--- src/rtl/cv32e40p_ft_pkg.sv ---
// rtl/cv32e40p_ft_pkg.sv - shared types and helpers for the TMR voter fault manager
package cv32e40p_ft_pkg;

    typedef enum logic [1:0] {
        NORMAL   = 2'd0,
        RESYNC   = 2'd1,
        DEGRADED = 2'd2,
        FATAL    = 2'd3
    } ft_state_e;

    typedef logic [1:0] replica_idx_t;

    localparam replica_idx_t REPLICA_NONE = 2'd3;
    localparam int           N_REPLICAS   = 3;

    function automatic logic [N_REPLICAS-1:0] replica_onehot(input replica_idx_t idx);
        logic [N_REPLICAS-1:0] oh;
        oh = '0;
        for (int r = 0; r < N_REPLICAS; r++) begin
            if (idx == replica_idx_t'(r)) begin
                oh[r] = 1'b1;
            end
        end
        return oh;
    endfunction

    // Two replicas blamed in one cycle means no majority was trustworthy.
    function automatic logic multi_blame(input logic [N_REPLICAS-1:0] b);
        return (b[0] & b[1]) | (b[0] & b[2]) | (b[1] & b[2]);
    endfunction

endpackage

--- src/rtl/cv32e40p_ft_sat_counter.sv ---
// rtl/cv32e40p_ft_sat_counter.sv - saturating up/down error counter with clear
module cv32e40p_ft_sat_counter #(
    parameter int CNT_W = 4
) (
    input  logic             clk_i,
    input  logic             rst_i,
    input  logic             clr_i,
    input  logic             inc_i,
    input  logic             dec_i,
    output logic [CNT_W-1:0] cnt_o
);

    localparam logic [CNT_W-1:0] CNT_MAX = '1;

    logic [CNT_W-1:0] cnt_q;
    logic [CNT_W-1:0] cnt_d;

    always_comb begin
        cnt_d = cnt_q;
        if (clr_i) begin
            cnt_d = '0;
        end else if (inc_i) begin
            if (cnt_q != CNT_MAX) begin
                cnt_d = cnt_q + CNT_W'(1);
            end
        end else if (dec_i) begin
            if (cnt_q != '0) begin
                cnt_d = cnt_q - CNT_W'(1);
            end
        end
    end

    always_ff @(posedge clk_i) begin
        if (rst_i) begin
            cnt_q <= '0;
        end else begin
            cnt_q <= cnt_d;
        end
    end

    assign cnt_o = cnt_q;

endmodule

--- src/rtl/cv32e40p_voter_fault_manager.sv ---
// rtl/cv32e40p_voter_fault_manager.sv - TMR voter fault aggregation, resync sequencing and escalation
module cv32e40p_voter_fault_manager
    import cv32e40p_ft_pkg::*;
#(
    parameter int N_VOTERS     = 8,
    parameter int CNT_W        = 4,
    parameter int PERM_THRESH  = 8,
    parameter int DECAY_PERIOD = 1024,
    parameter int MAX_RESYNC   = 2
) (
    input  logic                        clk_i,
    input  logic                        rst_i,
    input  logic                        valid_i,
    input  logic [N_VOTERS-1:0]         err_correct_i,
    input  logic [N_VOTERS-1:0]         err_detect_i,
    input  logic [2*N_VOTERS-1:0]       minority_i,
    input  logic                        resync_ack_i,
    output logic                        resync_req_o,
    output logic [1:0]                  resync_id_o,
    output logic [N_REPLICAS-1:0]       disable_mask_o,
    output logic [N_REPLICAS*CNT_W-1:0] err_cnt_o,
    output logic [15:0]                 corr_total_o,
    output logic                        fatal_o,
    output logic                        halt_req_o
);

    localparam int                 ATT_W     = $clog2(MAX_RESYNC + 2);
    localparam int                 TIMER_W   = $clog2(DECAY_PERIOD);
    localparam logic [TIMER_W-1:0] TIMER_MAX = TIMER_W'(DECAY_PERIOD - 1);
    localparam logic [CNT_W-1:0]   THRESH    = CNT_W'(PERM_THRESH);
    localparam logic [ATT_W-1:0]   ATT_LIMIT = ATT_W'(MAX_RESYNC);

    ft_state_e             state_q, state_d;
    replica_idx_t          resync_id_q, resync_id_d;
    logic [ATT_W-1:0]      attempts_q [N_REPLICAS];
    logic [ATT_W-1:0]      attempts_d [N_REPLICAS];
    logic [N_REPLICAS-1:0] disable_q, disable_d;
    logic [TIMER_W-1:0]    timer_q, timer_d;
    logic [15:0]           total_q, total_d;

    logic [N_REPLICAS-1:0] blame_raw, blame, resync_sel;
    logic [N_REPLICAS-1:0] cnt_inc, cnt_clr, thr_oh;
    logic [CNT_W-1:0]      cnt [N_REPLICAS];
    logic                  blame_any, uncorr, fatal_evt, frozen, cnt_dec;
    logic                  thr_hit, thr_can_resync;
    replica_idx_t          thr_id;

    // Only minority IDs 0..2 match a replica, so REPLICA_NONE drops out naturally.
    always_comb begin
        blame_raw = '0;
        for (int v = 0; v < N_VOTERS; v++) begin
            for (int r = 0; r < N_REPLICAS; r++) begin
                if (valid_i && err_correct_i[v] && (minority_i[2*v +: 2] == replica_idx_t'(r))) begin
                    blame_raw[r] = 1'b1;
                end
            end
        end
    end

    assign resync_sel = (state_q == RESYNC) ? replica_onehot(resync_id_q) : '0;
    assign blame      = blame_raw & ~disable_q & ~resync_sel;
    assign blame_any  = |blame;

    assign uncorr    = valid_i && ((|(err_detect_i & ~err_correct_i)) ||
                                   multi_blame(blame) ||
                                   ((|err_detect_i) && (|disable_q)));
    assign fatal_evt = uncorr && (state_q != FATAL);
    assign frozen    = (state_q == FATAL) || fatal_evt;

    assign cnt_inc = frozen ? '0 : blame;
    assign cnt_dec = !frozen && !blame_any && (timer_q == TIMER_MAX);

    always_comb begin
        timer_d = timer_q + TIMER_W'(1);
        if (blame_any || (timer_q == TIMER_MAX)) begin
            timer_d = '0;
        end
        total_d = total_q;
        if (blame_any && !frozen && (total_q != 16'hFFFF)) begin
            total_d = total_q + 16'd1;
        end
    end

    // Descending scan so the lowest-numbered replica over threshold wins.
    always_comb begin
        thr_hit        = 1'b0;
        thr_id         = '0;
        thr_can_resync = 1'b0;
        for (int r = N_REPLICAS - 1; r >= 0; r--) begin
            if ((cnt[r] >= THRESH) && !disable_q[r]) begin
                thr_hit        = 1'b1;
                thr_id         = replica_idx_t'(r);
                thr_can_resync = (attempts_q[r] < ATT_LIMIT);
            end
        end
        thr_oh = replica_onehot(thr_id);
    end

    always_comb begin
        state_d     = state_q;
        resync_id_d = resync_id_q;
        attempts_d  = attempts_q;
        disable_d   = disable_q;
        cnt_clr     = '0;
        if (fatal_evt) begin
            state_d = FATAL;
        end else begin
            case (state_q)
                NORMAL: begin
                    if (thr_hit) begin
                        if (thr_can_resync) begin
                            state_d     = RESYNC;
                            resync_id_d = thr_id;
                            for (int r = 0; r < N_REPLICAS; r++) begin
                                if (thr_oh[r]) begin
                                    attempts_d[r] = attempts_q[r] + ATT_W'(1);
                                end
                            end
                        end else begin
                            state_d   = DEGRADED;
                            disable_d = disable_q | thr_oh;
                            cnt_clr   = thr_oh;
                        end
                    end
                end
                RESYNC: begin
                    if (resync_ack_i) begin
                        state_d = NORMAL;
                        cnt_clr = replica_onehot(resync_id_q);
                    end
                end
                default: begin
                    state_d = state_q;
                end
            endcase
        end
    end

    always_ff @(posedge clk_i) begin
        if (rst_i) begin
            state_q     <= NORMAL;
            resync_id_q <= '0;
            disable_q   <= '0;
            timer_q     <= '0;
            total_q     <= '0;
            for (int r = 0; r < N_REPLICAS; r++) begin
                attempts_q[r] <= '0;
            end
        end else begin
            state_q     <= state_d;
            resync_id_q <= resync_id_d;
            disable_q   <= disable_d;
            timer_q     <= timer_d;
            total_q     <= total_d;
            for (int r = 0; r < N_REPLICAS; r++) begin
                attempts_q[r] <= attempts_d[r];
            end
        end
    end

    for (genvar g = 0; g < N_REPLICAS; g++) begin : g_cnt
        cv32e40p_ft_sat_counter #(
            .CNT_W(CNT_W)
        ) u_cnt (
            .clk_i (clk_i),
            .rst_i (rst_i),
            .clr_i (cnt_clr[g]),
            .inc_i (cnt_inc[g]),
            .dec_i (cnt_dec),
            .cnt_o (cnt[g])
        );
        assign err_cnt_o[g*CNT_W +: CNT_W] = cnt[g];
    end

    assign resync_req_o   = (state_q == RESYNC);
    assign resync_id_o    = resync_id_q;
    assign disable_mask_o = disable_q;
    assign corr_total_o   = total_q;
    assign fatal_o        = (state_q == FATAL);
    assign halt_req_o     = (state_q == FATAL);

endmodule

--- config.mk ---
export PLATFORM = sky130hd
export DESIGN_NAME = cv32e40p_voter_fault_manager
export DESIGN_NICKNAME = d
export VERILOG_FILES = /design/src/rtl/cv32e40p_ft_pkg.sv /design/src/rtl/cv32e40p_ft_sat_counter.sv /design/src/rtl/cv32e40p_voter_fault_manager.sv
export SDC_FILE = /design/constraint.sdc
export NUM_CORES = 1
export LEC_CHECK = 0
export BUFFER_PORTS_ARGS = -buffer_cell sky130_fd_sc_hd__buf_2
export CAP_MARGIN = 10
export CORE_UTILIZATION = 55
export CTS_CLUSTER_DIAMETER = 100
export DETAILED_ROUTE_END_ITERATION = 8
export GPL_TIMING_DRIVEN = 0
export PLACE_DENSITY = 0.88
export SYNTH_ARGS = -nofsm -noshare
export SYNTH_HDL_FRONTEND = slang
export SYNTH_SLANG_ARGS = --single-unit
--- constraint.sdc ---
create_clock -name clk_i -period 4.5 [get_ports clk_i]
set_clock_uncertainty 0.2 [all_clocks]
set_input_delay 0.675 -clock clk_i [delete_from_list [all_inputs] [get_ports clk_i]]
set_output_delay 0.675 -clock clk_i [all_outputs]
set_load 0.01 [all_outputs]
==> results.py, run 1 <==
metrics = {
    "setup_path": {
        "crit_type": "in2reg",
        "cp_top_family": "compound AO/OA/AOI/OAI gates",
        "required_ps": 4510,
        "path_common_cell": "buf_2",
        "critPathSlowestCell": "a221oi_4",
        "critPathCaptureType": "flip-flop",
        "startpoint_type": "input port",
        "crit_fanout": 10,
        "arrival_ps": 4340,
        "max_stage_delay_ps": 480,
        "path_buf_inv": 4,
        "crit_chain": "buf_2, buf_2, nor4bb_1, nor4_2, a221oi_4, nor3_4, o31ai_4, buf_2, buf_2, nor2_1, xnor2_1, ha_1, a311o_1, a211oi_1, mux2_2",
    },
    "clocking": {
        "postCtsHoldBufs": 0,
        "clock_latency_ps": 310,
        "cts_sinks": 51,
        "cts_buffer_depth": 2,
        "numCtsBuffers": 5,
        "cts.clk_slew.worst_paths_ps": 90,
        "root_buffer": "clkbuf_8",
        "cts_tree": "done",
        "htree_levels": 2,
    },
    "place": {
        "dp_slack_ps": -283.1,
        "place.gp.congestion": 0.9085,
        "dp_hpwl_mm": 6.699,
        "port-buffer-count": 71,
        "dp_cells": 548,
        "placed_area_um2": 3754,
    },
    "floorplan": {
        "die_h_um": 79.56,
        "die_area_um2": 6329,
        "fp-row-count": 27,
        "die_w_um": 79.56,
        "fp.coreArea_um2": 5642,
        "initial_core_util_pct": 58.64,
        "ios": 72,
    },
    "power": {
        "p_leak_nw": 1.501,
        "p_seq_share_pct": 46.8,
        "comb_power_share_pct": 28.0,
        "power_switching_mw": 0.3738,
        "irDropWorstVdd_v": 0.0001505,
        "p_per_area_nw_per_um2": 277.4,
        "power.share.clock_pct": 25.3,
        "p_int_mw": 0.7035,
        "finalPower_mw": 1.077,
        "p_sw_share_pct": 34.69,
    },
    "drt": {
        "viasPerCell": 6.438,
        "routed_wl_mm": 9.021,
        "drt_iter0_drc": 223,
        "met1Wirelength_mm": 3.924,
        "maxUsedRoutingLayer": "met4",
        "wl_per_cell_um": 16.20,
        "firstDrtPassIters": 5,
        "vias": 3586,
        "drc_errors": 0,
        "ant_nets": 0,
        "routed-wl-met2_mm": 4.448,
        "wl_met3_um": 508,
    },
    "cells_and_area": {
        "finalInstanceArea_um2": 3884,
        "syn2layout_area_growth_pct": 17.40,
        "antenna_cells": 0,
        "fin_cells": 557,
        "nets": 525,
        "drive_above_1_share_pct": 22.89,
        "utilization_pct": 68.84,
        "fill_cells": 485,
    },
    "sta": {
        "period_needed_ps": 4328,
        "rsz0062_at_grt": "false",
        "max_freq_mhz": 231.0,
        "tns_ps": 0,
        "finalMaxSlewViolations": 0,
        "tightestPinTransition_ps": 646.4,
        "worst_slack_ps": 171.8,
        "hold_viol": 0,
        "hold_ws_ps": 292.4,
        "setup_viol": 0,
        "post-route-period-util_pct": 96.18,
        "slew_headroom_pct": 56.71,
    },
    "logic_synthesis": {
        "synth_seq_cells": 51,
        "yosysWarnings": 0,
        "synth_ff_type": "dfxtp_1",
        "ys_async_sr_fraction_pct": 0,
        "syn-num-nets": 446,
        "syn_area_um2": 3308,
        "synth_edf_count": 0,
        "yosysUniqueCellTypes": 63,
        "synth-seq-area-share_pct": 30.86,
        "syn_avg_cell_area_um2": 8.168,
        "syn_inst": 405,
    },
    "global_routing": {
        "grt_pass1_vias": 3244,
        "antenna_found_initial": 0,
        "track_usage_pct": 29.26,
        "overflow": 0,
        "grt_max_degree": 17,
        "grt_pass1_wl_mm": 14.80,
    },
    "run": {
        "drv_cap": 0,
    },
    "status": {
        "outcome": "completed",
    },
    "hold_path": {
        "hp-class": "reg2reg",
    },
}
worst paths after layout:
kind / slack, ps / to / from / cells past startpoint
worst max-delay path: 170 / g_cnt[2].u_cnt.cnt_o[2] / valid_i / 15
worst min-delay path: 290 / timer_q[0] / timer_q[0] / 1
worst max register to register: 320 / g_cnt[2].u_cnt.cnt_o[2] / disable_mask_o[0] / 14
worst min register to register: 290 / timer_q[0] / timer_q[0] / 1
what timing repair did:
action                                 in CTS  in global routing
endpoints found under the hold margin       0                  0
setup endpoints to repair                   0                  1
setup buffers                               0                  1
resized for setup                           0                  4
flip-flops by register name, indices dropped and copies added, names as in the netlist:
register and count:
resync_id_o 2, attempts_q 6, state_q 2, timer_q 10
disable_mask_o 3, corr_total_o 16, g_cnt.u_cnt.cnt_o 12
power by group through the flow:
stage	Clock, mW	Sequential [mW]	Combinational, mW
after floorplan	0	0.514	0.193
after global placement	0	0.512	0.280
after detailed placement	0	0.513	0.288
after CTS	0.278	0.503	0.290
after global routing	0.298	0.508	0.331
final	0.272	0.504	0.301
cell usage after synthesis, drive strengths merged, types with 3 or more instances:
cell	number	share of area, %
nand2	27	3.1
or4	13	2.9
buf	15	2.5
xor2	7	1.9
nor3	14	2.5
and3	8	1.5
or3	10	1.9
a211oi	5	1.1
nor2b	4	0.76
dfxtp	51	31
xnor2	5	1.3
mux2	3	1.0
nand2b	9	1.7
inv	19	2.2
nor4bb	8	2.4
o2111ai	3	0.79
mux2i	4	1.2
a21oi	31	4.7
ha	5	1.9
nor4	11	2.5
and4	4	1.1
o21ai	12	1.8
a311oi	3	1.5
o31ai	21	5.2
nand4b	15	4.0
nor2	30	3.4
a31oi	5	0.95
clkbuf	8	0.91
nand3	11	1.7
nand4	10	1.9
o22ai	3	0.57
cell type report:
class | instances | area [um2] | area share [%]
multi-input cells | 312 | 2140 | 55.09
flip-flops and latches | 51 | 1021 | 26.29
repair buffers | 72 | 362.8 | 9.343
plain buffers | 23 | 111.4 | 2.867
well taps | 72 | 90.09 | 2.320
inverters | 19 | 71.32 | 1.836
clock buffers | 5 | 68.82 | 1.772
clock inverters | 3 | 18.77 | 0.4832
placed cells by master (no fill, tap or decap), types with 7 or more instances in the layout:
| master | netlist | final |
|---|---|---|
| nand3_1 | 11 | 11 |
| a21oi_1 | 31 | 31 |
| nand4b_1 | 15 | 15 |
| xor2_1 | 7 | 7 |
| o21ai_0 | 11 | 11 |
| o31ai_1 | 20 | 20 |
| nand2_1 | 27 | 27 |
| nor4bb_1 | 8 | 7 |
| or4_1 | 13 | 13 |
| or3_1 | 10 | 10 |
| inv_1 | 18 | 18 |
| clkbuf_1 | 8 | 8 |
| buf_2 | 11 | 82 |
| and3_1 | 8 | 8 |
| dfxtp_1 | 51 | 51 |
| nand2b_1 | 9 | 9 |
| nor4_1 | 9 | 8 |
| nand4_1 | 10 | 10 |
| nor2_1 | 30 | 30 |
| nor3_1 | 13 | 13 |
routing by layer:
metal / global-route usage (%) / vias up
met2: 49.32 / 134
met4: 11.09 / 0
li1: - / 1716
met1: 37.07 / 1719
met5: 0 / -
met3: 4.800 / 17
kinds of logic (layout without fill, tap and decap cells):
kind of cell	Yosys count	count (layout)	synth area share, %
XOR/XNOR	12	12	3.177
multiplexers	7	7	2.231
flip-flops	51	51	30.86
adder cells (fa/ha/maj)	5	5	1.891
buffers and inverters	42	122	5.522
AND/OR/NAND/NOR	182	182	33.09
AO/OA/AOI/OAI	106	106	23.22
Power figures use the tool's default switching activity.
==> inputs of run 2 (changes only) <==
==> constraint.sdc (replaced) <==
create_clock -name clk_i -period 4.67 [get_ports clk_i]
set_clock_uncertainty 0.2 [all_clocks]
set_input_delay 0.7005 -clock clk_i [delete_from_list [all_inputs] [get_ports clk_i]]
set_output_delay 0.7005 -clock clk_i [all_outputs]
set_load 0.01 [all_outputs]
==> run 2 against run 1 <==
Effect of this change: die area unchanged; non-clock buffer count down 1; hold slack unchanged; highest routed layer unchanged; count of clock-buffer cells in the layout unchanged; worst setup slack better by 26 ps; total power down 4.0%; final cell count down 0.18%; clock power down 3%; sequential power down 4%; global-route usage unchanged; first-iteration DRC count up 2.2%; critical path type unchanged; flip-flop and latch count unchanged.
==> results.py, run 2 (synthesis results as in run 1) <==
metrics = {
    "setup_path": {
        "startpoint_type": "input port",
        "path_common_cell": "buf_2",
        "critPathCaptureType": "flip-flop",
        "critPathSlowestCell": "a311oi_2",
        "crit_chain": "buf_2, buf_2, buf_2, nand4b_1, and4_1, a311oi_2, a311oi_4, o31ai_4, buf_2, buf_2, nor2_1, xnor2_1, ha_1, a311o_1, a211oi_1, mux2_2",
        "crit_type": "in2reg",
        "required_ps": 4680,
        "crit_fanout": 10,
        "max_stage_delay_ps": 530,
        "arrival_ps": 4480,
    },
    "power": {
        "p_leak_nw": 1.492,
        "p_int_mw": 0.6749,
        "finalPower_mw": 1.034,
        "power.share.clock_pct": 25.4,
        "comb_power_share_pct": 27.6,
        "power_switching_mw": 0.3591,
        "irDropWorstVdd_v": 0.0001439,
        "p_sw_share_pct": 34.73,
        "p_seq_share_pct": 46.9,
        "p_per_area_nw_per_um2": 268.4,
    },
    "cells_and_area": {
        "final_common_cell": "buf_2",
        "layout_common_cells": "82 x buf_2, 51 x dfxtp_1, 31 x a21oi_1",
        "largest_reg_flops": 16,
        "nets": 524,
        "drive_above_1_share_pct": 22.31,
        "fin_cells": 556,
        "syn2layout_area_growth_pct": 16.45,
        "antenna_cells": 0,
        "finalInstanceArea_um2": 3852,
    },
    "drt": {
        "ant_nets": 0,
        "drc_errors": 0,
        "wl_per_cell_um": 16.00,
        "firstDrtPassIters": 5,
        "routed_wl_mm": 8.897,
        "viasPerCell": 6.367,
        "drt_iter0_drc": 228,
        "vias": 3540,
    },
    "place": {
        "placed_area_um2": 3754,
        "dp_hpwl_mm": 6.699,
        "port-buffer-count": 71,
        "place.gp.congestion": 0.9085,
        "dp_cells": 548,
    },
    "sta": {
        "max_freq_mhz": 223.6,
        "tightestPinTransition_ps": 799.7,
        "hold_viol": 0,
        "tns_ps": 0,
        "finalMaxSlewViolations": 0,
        "rsz0062_at_grt": "false",
        "post-route-period-util_pct": 95.76,
        "period_needed_ps": 4472,
        "setup_viol": 0,
        "slew_headroom_pct": 46.19,
    },
    "global_routing": {
        "track_usage_pct": 29.26,
        "overflow": 0,
        "antenna_found_initial": 0,
        "grt_max_degree": 17,
        "grt_pass1_vias": 3244,
        "grt_pass1_wl_mm": 14.80,
    },
    "clocking": {
        "numCtsBuffers": 5,
        "htree_levels": 2,
        "cts_tree": "done",
        "root_buffer": "clkbuf_8",
        "cts_sinks": 51,
        "clock_latency_ps": 320,
        "postCtsSetupBuffers": 0,
        "cts.clk_slew.worst_paths_ps": 90,
        "cts_buffer_depth": 2,
    },
    "floorplan": {
        "fp.coreArea_um2": 5642,
        "die_w_um": 79.56,
        "ios": 72,
        "initial_core_util_pct": 58.64,
        "fp-row-count": 27,
        "die_area_um2": 6329,
        "die_h_um": 79.56,
    },
    "status": {
        "outcome": "completed",
    },
    "hold_path": {
        "hp-class": "reg2reg",
    },
    "run": {
        "drv_cap": 0,
    },
}
[run 2: cell types whose count changed in the layout (fill, tap and decap cells not counted)]
| cell | previous run | this run |
|---|---|---|
| a311oi_4 | 2 | 1 |
| buf_4 | 2 | 1 |
| nor4bb_1 | 7 | 8 |
| a311oi_2 | 0 | 1 |
| nor4_2 | 3 | 2 |
| nor4bb_2 | 1 | 0 |
| nor4_1 | 8 | 9 |
[run 2: layout make-up]
| type | instances | area, um2 |
|---|---|---|
| Clock inverter | 3 | 18.77 |
| Multi-Input combinational cell | 312 | 2116 |
| Inverter | 19 | 71.32 |
| Buffer | 23 | 111.4 |
| Tap cell | 72 | 90.09 |
| Fill cell | 490 | 1789 |
| Sequential cell | 51 | 1021 |
| Clock buffer | 5 | 68.82 |
| Timing Repair Buffer | 71 | 355.3 |
[run 2: final timing paths]
check / startpoint / to / slack, ps / cells after the start
hold reg to reg: timer_q[0] / timer_q[0] / 290 / 1
setup / recovery: valid_i / g_cnt[2].u_cnt.cnt_o[2] / 200 / 16
hold / removal: timer_q[0] / timer_q[0] / 290 / 1
setup reg to reg: disable_mask_o[0] / g_cnt[2].u_cnt.cnt_o[2] / 490 / 14
[run 2: power groups by stage]
stage	clock (mW)	combinational, mW	sequential (mW)
after floorplan	0	0.186	0.496
after global placement	0	0.270	0.493
after detailed placement	0	0.278	0.494
after CTS	0.267	0.280	0.484
after global routing	0.287	0.315	0.489
final	0.263	0.286	0.485
[run 2: what timing repair did]
item,CTS,global route
resized for setup,0,1
hold endpoints to repair,0,0
hold buffers,0,0
setup endpoints to repair,0,1
[run 2: layer usage]
metal  vias to the layer above  GRT usage [%]  routed length (um)
met4                         0          11.09                 124
met3                        15          4.800                 449
li1                       1718              -                   -
met2                       122          49.32                4339
met1                      1685          37.07                3983
met5                         -              0                   0
[run 2: metrics by stage]
stage                     hold slack [ps]  setup slack [ps]  util [%]
after CTS                           291.9             176.2     68.09
after detailed placement            275.9            -138.6     66.53
after floorplan                     230.2             567.0         -
final                               292.4             197.9     68.29
after global routing                331.3             3.190     68.29
after global placement              253.9            -54.69     66.53
[run 2: critical path, delay by kind of cell]
| family | cells | cell delay [ps] |
|---|---|---|
| AOI/OAI and AO/OA | 5 | 1600 |
| xor gates and xnor gates | 1 | 140 |
| adders and majority gates | 1 | 200 |
| buffers and inverters | 5 | 1040 |
| muxes | 1 | 370 |
| and+or+nand+nor | 3 | 410 |
==> inputs of run 3 (changes only) <==
--- a/config.mk
+++ b/config.mk
@@ -12,6 +12,7 @@
 export DETAILED_ROUTE_END_ITERATION = 8
 export GPL_TIMING_DRIVEN = 0
 export PLACE_DENSITY = 0.88
+export RECOVER_POWER = 50
 export SYNTH_ARGS = -nofsm -noshare
 export SYNTH_HDL_FRONTEND = slang
 export SYNTH_SLANG_ARGS = --single-unit
==> run 3 against run 2 <==
Effect of this change: fmax rose by 0.21%; hold slack barely moved; global-route usage did not move; sequential power barely moved; design area fell by 1.1%; critical path depth did not move; die area did not move; core utilization fell by 0.78 points; clock power barely moved; total power fell by 0.64%; sequential share of layout area rose by 0.30 points; register-to-register slack barely moved.
==> results.py, run 3 (synthesis results as in run 1) <==
metrics = {
    "status": {
        "outcome": "completed",
    },
    "floorplan": {
        "die_area_um2": 6329,
        "die_w_um": 79.56,
        "ios": 72,
        "fp.coreArea_um2": 5642,
        "fp-row-count": 27,
        "die_h_um": 79.56,
        "initial_core_util_pct": 58.64,
    },
    "hold_path": {
        "hold_path_depth": 1,
        "hp-start": "timer_q[0]",
        "hp-class": "reg2reg",
        "holdPathEnd": "timer_q[0]",
    },
    "setup_path": {
        "cp_top_family": "compound AO/OA/AOI/OAI gates",
        "startpoint_type": "input port",
        "crit_chain": "buf_2, buf_2, buf_2, nand4b_1, and4_1, a311oi_2, a311oi_4, o31ai_4, buf_2, buf_2, nor2_1, xnor2_1, ha_1, a311o_1, a211oi_1, mux2_2",
        "crit_type": "in2reg",
        "critPathCaptureType": "flip-flop",
        "path_buf_inv": 5,
        "required_ps": 4680,
        "rrSetupSlack_ps": 500,
        "path_common_cell": "buf_2",
        "crit_start": "valid_i",
        "arrival_ps": 4470,
        "r2r_end": "g_cnt[2].u_cnt.cnt_o[2]",
        "crit_fanout": 10,
        "max_stage_delay_ps": 530,
        "reg2reg_from": "disable_mask_o[0]",
        "rr_worst_depth": 14,
        "critPathSlowestCell": "a311oi_2",
    },
    "global_routing": {
        "grt_max_degree": 17,
        "antenna_found_initial": 0,
        "track_usage_pct": 29.26,
        "grt_pass1_wl_mm": 14.80,
        "overflow": 0,
        "grt_pass1_vias": 3244,
    },
    "place": {
        "dp_cells": 548,
        "port-buffer-count": 71,
        "place.gp.congestion": 0.9085,
        "dp_hpwl_mm": 6.699,
    },
    "sta": {
        "setup_viol": 0,
        "hold_ws_ps": 292.1,
        "hold_viol": 0,
        "finalMaxSlewViolations": 0,
        "tightestPinTransition_ps": 801.8,
        "max_freq_mhz": 224.1,
        "slew_headroom_pct": 46.05,
        "tns_ps": 0,
        "period_needed_ps": 4463,
        "post-route-period-util_pct": 95.57,
        "rsz0062_at_grt": "false",
    },
    "power": {
        "p_leak_nw": 1.342,
        "irDropWorstVdd_v": 0.0001439,
        "p_seq_share_pct": 47.3,
        "power.share.clock_pct": 25.4,
        "comb_power_share_pct": 27.3,
        "p_per_area_nw_per_um2": 269.7,
        "p_int_mw": 0.6701,
        "p_sw_share_pct": 34.77,
        "power_switching_mw": 0.3572,
    },
    "clocking": {
        "postCtsHoldBufs": 0,
        "cts_buffer_depth": 2,
        "htree_levels": 2,
        "cts.clk_slew.worst_paths_ps": 90,
        "cts_sinks": 51,
        "clock_latency_ps": 310,
        "root_buffer": "clkbuf_8",
        "postCtsSetupBuffers": 0,
        "numCtsBuffers": 5,
        "cts_resized": 0,
        "cts_tree": "done",
    },
    "cells_and_area": {
        "drive_above_1_share_pct": 15.08,
        "fin_cells": 556,
        "syn2layout_area_growth_pct": 15.13,
        "largest_reg_flops": 16,
        "nets": 524,
        "final_common_cell": "dfxtp_1",
        "layout_common_cells": "51 x dfxtp_1, 47 x buf_2, 43 x clkbuf_1",
        "fill_cells": 516,
        "antenna_cells": 0,
    },
    "drt": {
        "drt_iter0_drc": 227,
        "routed_wl_mm": 8.881,
        "drc_errors": 0,
        "vias": 3557,
        "viasPerCell": 6.397,
        "firstDrtPassIters": 5,
        "ant_nets": 0,
        "wl_per_cell_um": 15.97,
    },
    "run": {
        "drv_cap": 0,
    },
}
[run 3: final cells by class]
class	count	area, um2	area share [%]
buffer	23	111.4	2.924
clock buffer	5	68.82	1.807
timing repair buffer	71	311.5	8.180
inverter	19	71.32	1.873
clock inverter	3	18.77	0.4928
sequential	51	1021	26.81
multi-input combinational	312	2116	55.55
tap	72	90.09	2.365
[run 3: how the worst max path moves through the flow]
stage                              end  slack, ps  cells past startpoint
6_report       g_cnt[2].u_cnt.cnt_o[2]        210                     16
5_1_grt        g_cnt[2].u_cnt.cnt_o[2]          3                     16
4_1_cts        g_cnt[2].u_cnt.cnt_o[2]        180                     15
3_5_place_dp   g_cnt[2].u_cnt.cnt_o[2]       -140                     15
3_3_place_gp   g_cnt[2].u_cnt.cnt_o[2]        -50                     15
2_1_floorplan  g_cnt[2].u_cnt.cnt_o[2]        570                     14
[run 3: stage by stage]
step | utilization [%] | setup WS [ps] | total power [mW] | cell area [um2]
after global placement | 66.53 | -54.69 | 0.7632 | 3754
final | 67.51 | 207.1 | 1.027 | 3809
after floorplan | - | 567.0 | 0.6818 | 3308
after global routing | 67.51 | 2.932 | 1.088 | 3809
after CTS | 68.09 | 176.2 | 1.031 | 3841
after detailed placement | 66.53 | -138.6 | 0.7721 | 3754
[run 3: power groups by stage]
stage / Clock [mW] / Combinational [mW] / Sequential (mW)
floorplan: 0 / 0.186 / 0.496
global placement: 0 / 0.270 / 0.493
detailed placement: 0 / 0.278 / 0.494
CTS: 0.267 / 0.280 / 0.484
global route: 0.287 / 0.310 / 0.490
finish: 0.261 / 0.280 / 0.486
[run 3: layer usage]
layer  track usage (%)  wire length, um  vias to the layer above
met3             4.800              576                       16
met4             11.09              129                        0
met5                 0                0                        -
met1             37.07             3856                     1685
met2             49.32             4319                      140
li1                  -                -                     1716
